[src/rtl/video_timing_pkg.sv]
// Shared raster timing constants and helpers for the video pixel path.
// Contents:
//   DEF_*          default timing constants
//   video_timing_t bundle of the nine timing parameters
//   in_window()    true when pos lies in [start, start+len)
package video_timing_pkg;

  localparam int unsigned DEF_CLK_DIV      = 2;
  localparam int unsigned DEF_H_ACTIVE     = 384;
  localparam int unsigned DEF_H_TOTAL      = 512;
  localparam int unsigned DEF_H_SYNC_START = 400;
  localparam int unsigned DEF_H_SYNC_LEN   = 32;
  localparam int unsigned DEF_V_ACTIVE     = 240;
  localparam int unsigned DEF_V_TOTAL      = 262;
  localparam int unsigned DEF_V_SYNC_START = 244;
  localparam int unsigned DEF_V_SYNC_LEN   = 3;

  typedef struct packed {
    int unsigned clk_div;
    int unsigned h_active;
    int unsigned h_total;
    int unsigned h_sync_start;
    int unsigned h_sync_len;
    int unsigned v_active;
    int unsigned v_total;
    int unsigned v_sync_start;
    int unsigned v_sync_len;
  } video_timing_t;

  function automatic logic in_window(input int unsigned pos,
                                     input int unsigned start,
                                     input int unsigned len);
    return (pos >= start) && (pos < start + len);
  endfunction

endpackage

[src/rtl/raster_counter.sv]
// Pixel-tick divider plus horizontal/vertical raster counters.
// Ports:
//   clk, reset_n   clock, async active-low reset
//   tick           high for the last clock of each pixel period
//   h_cnt, v_cnt   current raster position (advance on tick edges)
//   h_wrap         tick on the last pixel of a line
//   v_wrap         h_wrap on the last line of a frame
module raster_counter
  import video_timing_pkg::*;
#(
  parameter int unsigned CLK_DIV = DEF_CLK_DIV,
  parameter int unsigned H_TOTAL = DEF_H_TOTAL,
  parameter int unsigned V_TOTAL = DEF_V_TOTAL,
  parameter int unsigned V_START = DEF_V_ACTIVE
) (
  input  logic                       clk,
  input  logic                       reset_n,
  output logic                       tick,
  output logic [$clog2(H_TOTAL)-1:0] h_cnt,
  output logic [$clog2(V_TOTAL)-1:0] v_cnt,
  output logic                       h_wrap,
  output logic                       v_wrap
);

  localparam int unsigned DW = $clog2(CLK_DIV);
  localparam int unsigned HW = $clog2(H_TOTAL);
  localparam int unsigned VW = $clog2(V_TOTAL);

  logic [DW-1:0] div_cnt;

  assign tick   = (div_cnt == DW'(CLK_DIV - 1));
  assign h_wrap = tick && (h_cnt == HW'(H_TOTAL - 1));
  assign v_wrap = h_wrap && (v_cnt == VW'(V_TOTAL - 1));

  // Reset lands in vertical blank so the first tick restarts the decoder.
  always_ff @(posedge clk or negedge reset_n) begin
    if (!reset_n) begin
      div_cnt <= '0;
      h_cnt   <= '0;
      v_cnt   <= VW'(V_START);
    end else begin
      div_cnt <= tick ? '0 : div_cnt + DW'(1);
      if (tick) begin
        h_cnt <= h_wrap ? '0 : h_cnt + HW'(1);
        if (h_wrap) begin
          v_cnt <= v_wrap ? '0 : v_cnt + VW'(1);
        end
      end
    end
  end

endmodule

[src/rtl/video_pixel_sink.sv]
// Consumer end of the display pixel handshake: raster timing, pixel pull,
// sync/DE generation, per-frame decoder restart and sticky underflow flag.
// Ports:
//   clk, reset_n               clock, async active-low reset
//   pixel, pixel_write         pixel index and valid from the decoder
//   pixel_strobe               one-clock consume pulse to the decoder
//   reload_vsr                 one-clock frame restart pulse to the decoder
//   video_index, video_de      registered pixel index and data enable
//   hsync, vsync               active-high syncs
//   underflow, underflow_clr   sticky starvation flag and its clear
module video_pixel_sink
  import video_timing_pkg::*;
#(
  parameter int unsigned CLK_DIV      = DEF_CLK_DIV,
  parameter int unsigned H_ACTIVE     = DEF_H_ACTIVE,
  parameter int unsigned H_TOTAL      = DEF_H_TOTAL,
  parameter int unsigned H_SYNC_START = DEF_H_SYNC_START,
  parameter int unsigned H_SYNC_LEN   = DEF_H_SYNC_LEN,
  parameter int unsigned V_ACTIVE     = DEF_V_ACTIVE,
  parameter int unsigned V_TOTAL      = DEF_V_TOTAL,
  parameter int unsigned V_SYNC_START = DEF_V_SYNC_START,
  parameter int unsigned V_SYNC_LEN   = DEF_V_SYNC_LEN
) (
  input  logic       clk,
  input  logic       reset_n,
  input  logic [7:0] pixel,
  input  logic       pixel_write,
  output logic       pixel_strobe,
  output logic       reload_vsr,
  output logic [7:0] video_index,
  output logic       video_de,
  output logic       hsync,
  output logic       vsync,
  output logic       underflow,
  input  logic       underflow_clr
);

  localparam video_timing_t CFG = '{
    clk_div:      CLK_DIV,
    h_active:     H_ACTIVE,
    h_total:      H_TOTAL,
    h_sync_start: H_SYNC_START,
    h_sync_len:   H_SYNC_LEN,
    v_active:     V_ACTIVE,
    v_total:      V_TOTAL,
    v_sync_start: V_SYNC_START,
    v_sync_len:   V_SYNC_LEN
  };

  localparam int unsigned HW = $clog2(H_TOTAL);
  localparam int unsigned VW = $clog2(V_TOTAL);

  logic          tick;
  logic [HW-1:0] h_cnt;
  logic [VW-1:0] v_cnt;
  logic          h_wrap;
  logic          v_wrap;
  logic          unused_wraps;

  raster_counter #(
    .CLK_DIV (CFG.clk_div),
    .H_TOTAL (CFG.h_total),
    .V_TOTAL (CFG.v_total),
    .V_START (CFG.v_active)
  ) u_raster (
    .clk     (clk),
    .reset_n (reset_n),
    .tick    (tick),
    .h_cnt   (h_cnt),
    .v_cnt   (v_cnt),
    .h_wrap  (h_wrap),
    .v_wrap  (v_wrap)
  );

  // Wrap strobes are for other raster consumers; this block keys off counts.
  assign unused_wraps = h_wrap | v_wrap;

  // Per-tick decisions on the pre-increment raster position.
  logic active_c;
  logic take_c;
  logic starve_c;
  logic frame_start_c;

  always_comb begin
    active_c      = (32'(h_cnt) < CFG.h_active) && (32'(v_cnt) < CFG.v_active);
    take_c        = tick && active_c && pixel_write;
    starve_c      = tick && active_c && !pixel_write;
    frame_start_c = tick && (h_cnt == '0) && (32'(v_cnt) == CFG.v_active);
  end

  // Pulses are rewritten every clock so they last exactly one clock.
  always_ff @(posedge clk or negedge reset_n) begin
    if (!reset_n) begin
      pixel_strobe <= 1'b0;
      reload_vsr   <= 1'b0;
    end else begin
      pixel_strobe <= take_c;
      reload_vsr   <= frame_start_c;
    end
  end

  // Video/sync registers hold for a whole pixel period.
  always_ff @(posedge clk or negedge reset_n) begin
    if (!reset_n) begin
      video_index <= 8'h00;
      video_de    <= 1'b0;
      hsync       <= 1'b0;
      vsync       <= 1'b0;
    end else if (tick) begin
      video_index <= take_c ? pixel : 8'h00;
      video_de    <= active_c;
      hsync       <= in_window(32'(h_cnt), CFG.h_sync_start, CFG.h_sync_len);
      vsync       <= in_window(32'(v_cnt), CFG.v_sync_start, CFG.v_sync_len);
    end
  end

  // Sticky underflow; a new starvation beats a simultaneous clear.
  always_ff @(posedge clk or negedge reset_n) begin
    if (!reset_n) begin
      underflow <= 1'b0;
    end else if (starve_c) begin
      underflow <= 1'b1;
    end else if (underflow_clr) begin
      underflow <= 1'b0;
    end
  end

endmodule

[config.mk]
export PLATFORM = sky130hd
export DESIGN_NAME = video_pixel_sink
export DESIGN_NICKNAME = d
export VERILOG_FILES = /design/src/rtl/video_timing_pkg.sv /design/src/rtl/raster_counter.sv /design/src/rtl/video_pixel_sink.sv
export SDC_FILE = /design/constraint.sdc
export NUM_CORES = 1
export LEC_CHECK = 0
export BUFFER_PORTS_ARGS = -buffer_cell sky130_fd_sc_hd__buf_2
export CORE_ASPECT_RATIO = 0.5
export CORE_MARGIN = 3
export CORE_UTILIZATION = 30
export DETAILED_ROUTE_END_ITERATION = 6
export PLACE_DENSITY = 0.5
export SYNTH_ARGS = -nofsm -noshare
export SYNTH_HDL_FRONTEND = slang
export SYNTH_SLANG_ARGS = --single-unit
[constraint.sdc]
create_clock -name clk -period 6.3 [get_ports clk]
set_clock_uncertainty 0.15 [all_clocks]
set_input_delay 0.63 -clock clk [delete_from_list [all_inputs] [get_ports clk]]
set_output_delay 0.63 -clock clk [all_outputs]
set_load 0.02 [all_outputs]
==> impl_results.md <==
* Status: complete, no violations
* Crit path to: u_raster.v_cnt[8]
* Hold_ws at 0.267 ns
* Net Switching at 0.0892 mW
* GPL Wtd Cong at 0.809
* Post-route setup TNS at 0 ns
* Seq pwr share at 0.559
* Reg clk slew, reported paths at 0.07 ns
* Yosys top cell area share at 0.453
* Yosys top cell by area: dfrtp_1
* Row Count at 18
* Fmax at 401 MHz
* Placed Cells at 247
* Final setup viols at 0
* Diodes inserted at 0
* Post_cts resized at 0
* Max VDD drop at 0.0846 mV
* Primary FF master, synth: dfrtp_1
* R2r startpoint: u_raster.h_cnt[0]
* Multi-input gate area at 708 um^2
* Vias in the first global route at 1202
* Layout cells sized above 1 at 0.216
* Final #Nets at 202
* Port bufs at 25
* Synth Register Bits at 33
* Crit start category: flop
* H-tree depth at 2
* Core area at 5040 um^2
* RSZ-0062 raised after global routing: false
* CTS tree: yes
* Power Density at 207 nW/um^2
* Die H at 57.7 um
* Crit Path Category: reg2reg
* CP arrival at 2.55 ns
* Hold Buf Count CTS at 0
* Worst r2r dst: u_raster.v_cnt[8]
* Post-synth EDFFs at 0
* Worst Path Max Fanout at 13
* Crit. End Element: flop
* Postcts setup bufs at 0
* DP Wirelength at 2310 um
* HP Class: in2async
* Pleak at 0.867 nW
* Slew @ Worst Pin at 0.806 ns
* Slew Viols, Final at 0
* Maximum root-to-sink buffer count at 2
* Rel. slew slack at 0.463
* Syn_area_per_cell at 10.1 um^2
* Post-synthesis sequential area ratio at 0.519
* Starting Density at 0.317
* Full die area at 6300 um^2
* Register area at 831 um^2
* Synth cell types at 40
* Global-route wire length before repair at 5750 um
* Io pins at 26
* Reg2reg path depth at 7
* P&R area growth vs syn at 16.9%
* Largest cells by area after synthesis: dfrtp_1 (45%), dfstp_2 (6.6%), nand2_1 (5.9%), o2bb2ai_1 (4.9%), ha_1 (4.7%)
* Drt pass-1 iters at 4
* Max Cap Viol at 0
* Clock Latency Late Sink at 0.27 ns
* Fin crit share at 0.396
* Internal power at 0.298 mW
* Synthesized area at 1600 um^2
* DR WL/cell at 12.8 um
* Final worst path period need at 2.49 ns
* FFs w/ async S/R, synth at 1.00
* Die X at 109 um
* Inserted Clock Buffers at 5
* Critical Path RT at 6.35 ns
* Mapped Nets at 176
* Initial antenna violation count at 0
* Comb pwr share at 0.048
* Vias at 1243
* Finished Layout Cells at 255
* GRT Overall Usage at 0.116
* Sw frac at 0.230
* Routed WL at 3270 um
* DRC at 0
* Via density at 4.87
* Cells after synthesis at 158
* Pin count of the biggest net entering global routing at 34
* R2r setup slk at 3.81 ns
* Number of hold violations in the final report at 0
* Clk pwr share at 0.392
* GRT overflow at 0
* Filler cells at 521
* Clock sink count at 33
* Post-route ant nets at 0
* Initial DRC count at 69
* Clock Tree Root: clkbuf_8
* YS warnings at 0
* Critical path startpoint: u_raster.h_cnt[0]
through the flow:
stage	cell area [um^2]	worst slack, ns	utilization	power, mW
final	1870	3.81	0.371	0.387
after global routing	1870	3.55	0.371	0.409
after detailed placement	1790	3.83	0.355	0.240
after global placement	1790	3.86	0.355	0.239
after floorplan	1600	4.27	-	0.228
after CTS	1870	3.81	0.371	0.394
power by group through the flow:
| stage | Combinational [mW] | Clock [mW] | Sequential [mW] |
|---|---|---|---|
| after global routing | 0.0210 | 0.171 | 0.217 |
| after CTS | 0.0194 | 0.158 | 0.216 |
| after global placement | 0.0191 | 0 | 0.220 |
| after detailed placement | 0.0194 | 0 | 0.220 |
| after floorplan | 0.00364 | 0 | 0.224 |
| final | 0.0188 | 0.152 | 0.217 |
cell families after synthesis:
group / Yosys count / synth area share
AO/OA/AOI/OAI: 35 / 0.163
XOR/XNOR: 5 / 0.0273
adder cells (fa/ha/maj): 6 / 0.0469
buffers and inverters: 16 / 0.0391
flip-flops: 33 / 0.519
multiplexers: 1 / 0.00625
AND/OR/NAND/NOR: 62 / 0.199
sequential cells by signal, indices dropped and copies added (netlist names):
signal          count
u_raster.h_cnt      9
u_raster.v_cnt      9
vsync               1
hsync               1
video_index         8
pixel_strobe        1
u_raster.tick       1
underflow           1
video_de            1
reload_vsr          1
cell usage after synthesis (2+ instances only):
| library cell | count |
|---|---|
| nor4b_1 | 2 |
| o21ai_0 | 9 |
| nand3_1 | 9 |
| xor2_1 | 3 |
| nor4_1 | 2 |
| a21oi_1 | 2 |
| nand2b_1 | 2 |
| dfrtp_1 | 29 |
| o41ai_1 | 2 |
| xnor2_1 | 2 |
| nor2_1 | 4 |
| buf_2 | 2 |
| ha_1 | 6 |
| o22ai_1 | 2 |
| and3_1 | 3 |
| nand4_1 | 2 |
| clkbuf_1 | 4 |
| inv_1 | 9 |
| o31ai_1 | 2 |
| nor3_1 | 5 |
| or4_1 | 3 |
| o2bb2ai_1 | 9 |
| nand2_1 | 25 |
| dfstp_2 | 4 |
per-layer routing:
metal | share of wire | vias up | track usage
met2 | 0.41 | 19 | 0.159
met1 | 0.55 | 597 | 0.176
met3 | 0.039 | 2 | 0.0367
li1 | - | 625 | -
met4 | 0.0070 | 0 | 0.0337
met5 | 0 | - | 0
how the worst min path moves through the flow:
stage	slack, ns	endpoint	startpoint	depth (start not counted)
2_1_floorplan	0.18	hsync	reset_n	0
3_3_place_gp	0.31	hsync	hsync	2
3_5_place_dp	0.31	hsync	hsync	2
4_1_cts	0.29	reload_vsr	reset_n	1
5_1_grt	0.32	video_index[2]	reset_n	1
6_report	0.27	video_de	reset_n	1
cells in the final DEF (no fill, tap or decap), types with 4 or more instances in the layout:
cell / n
dfstp_2: 4
dfrtp_1: 29
nor2_1: 4
nor3_1: 5
o21ai_0: 9
o2bb2ai_1: 9
buf_2: 25
nand3_1: 9
clkbuf_8: 5
ha_1: 6
nand2_1: 25
inv_1: 9
final cells by class:
type / count / share of cell area
Inverter: 10 / 0.0201
Tap cell: 70 / 0.0468
Sequential cell: 33 / 0.444
Clock inverter: 2 / 0.00535
Clock buffer: 6 / 0.0388
Timing Repair Buffer: 25 / 0.0668
Multi-Input combinational cell: 109 / 0.378
critical path, cell delays in order, from the launching register on:
cell and delay [ns]:
dfrtp_1 0.38, ha_1 0.21, nand3_1 0.11, nor3_1 0.20
ha_1 0.47, nand3_2 0.20, or4_1 0.54, a22oi_2 0.15
(Power assumes the default switching activity.)
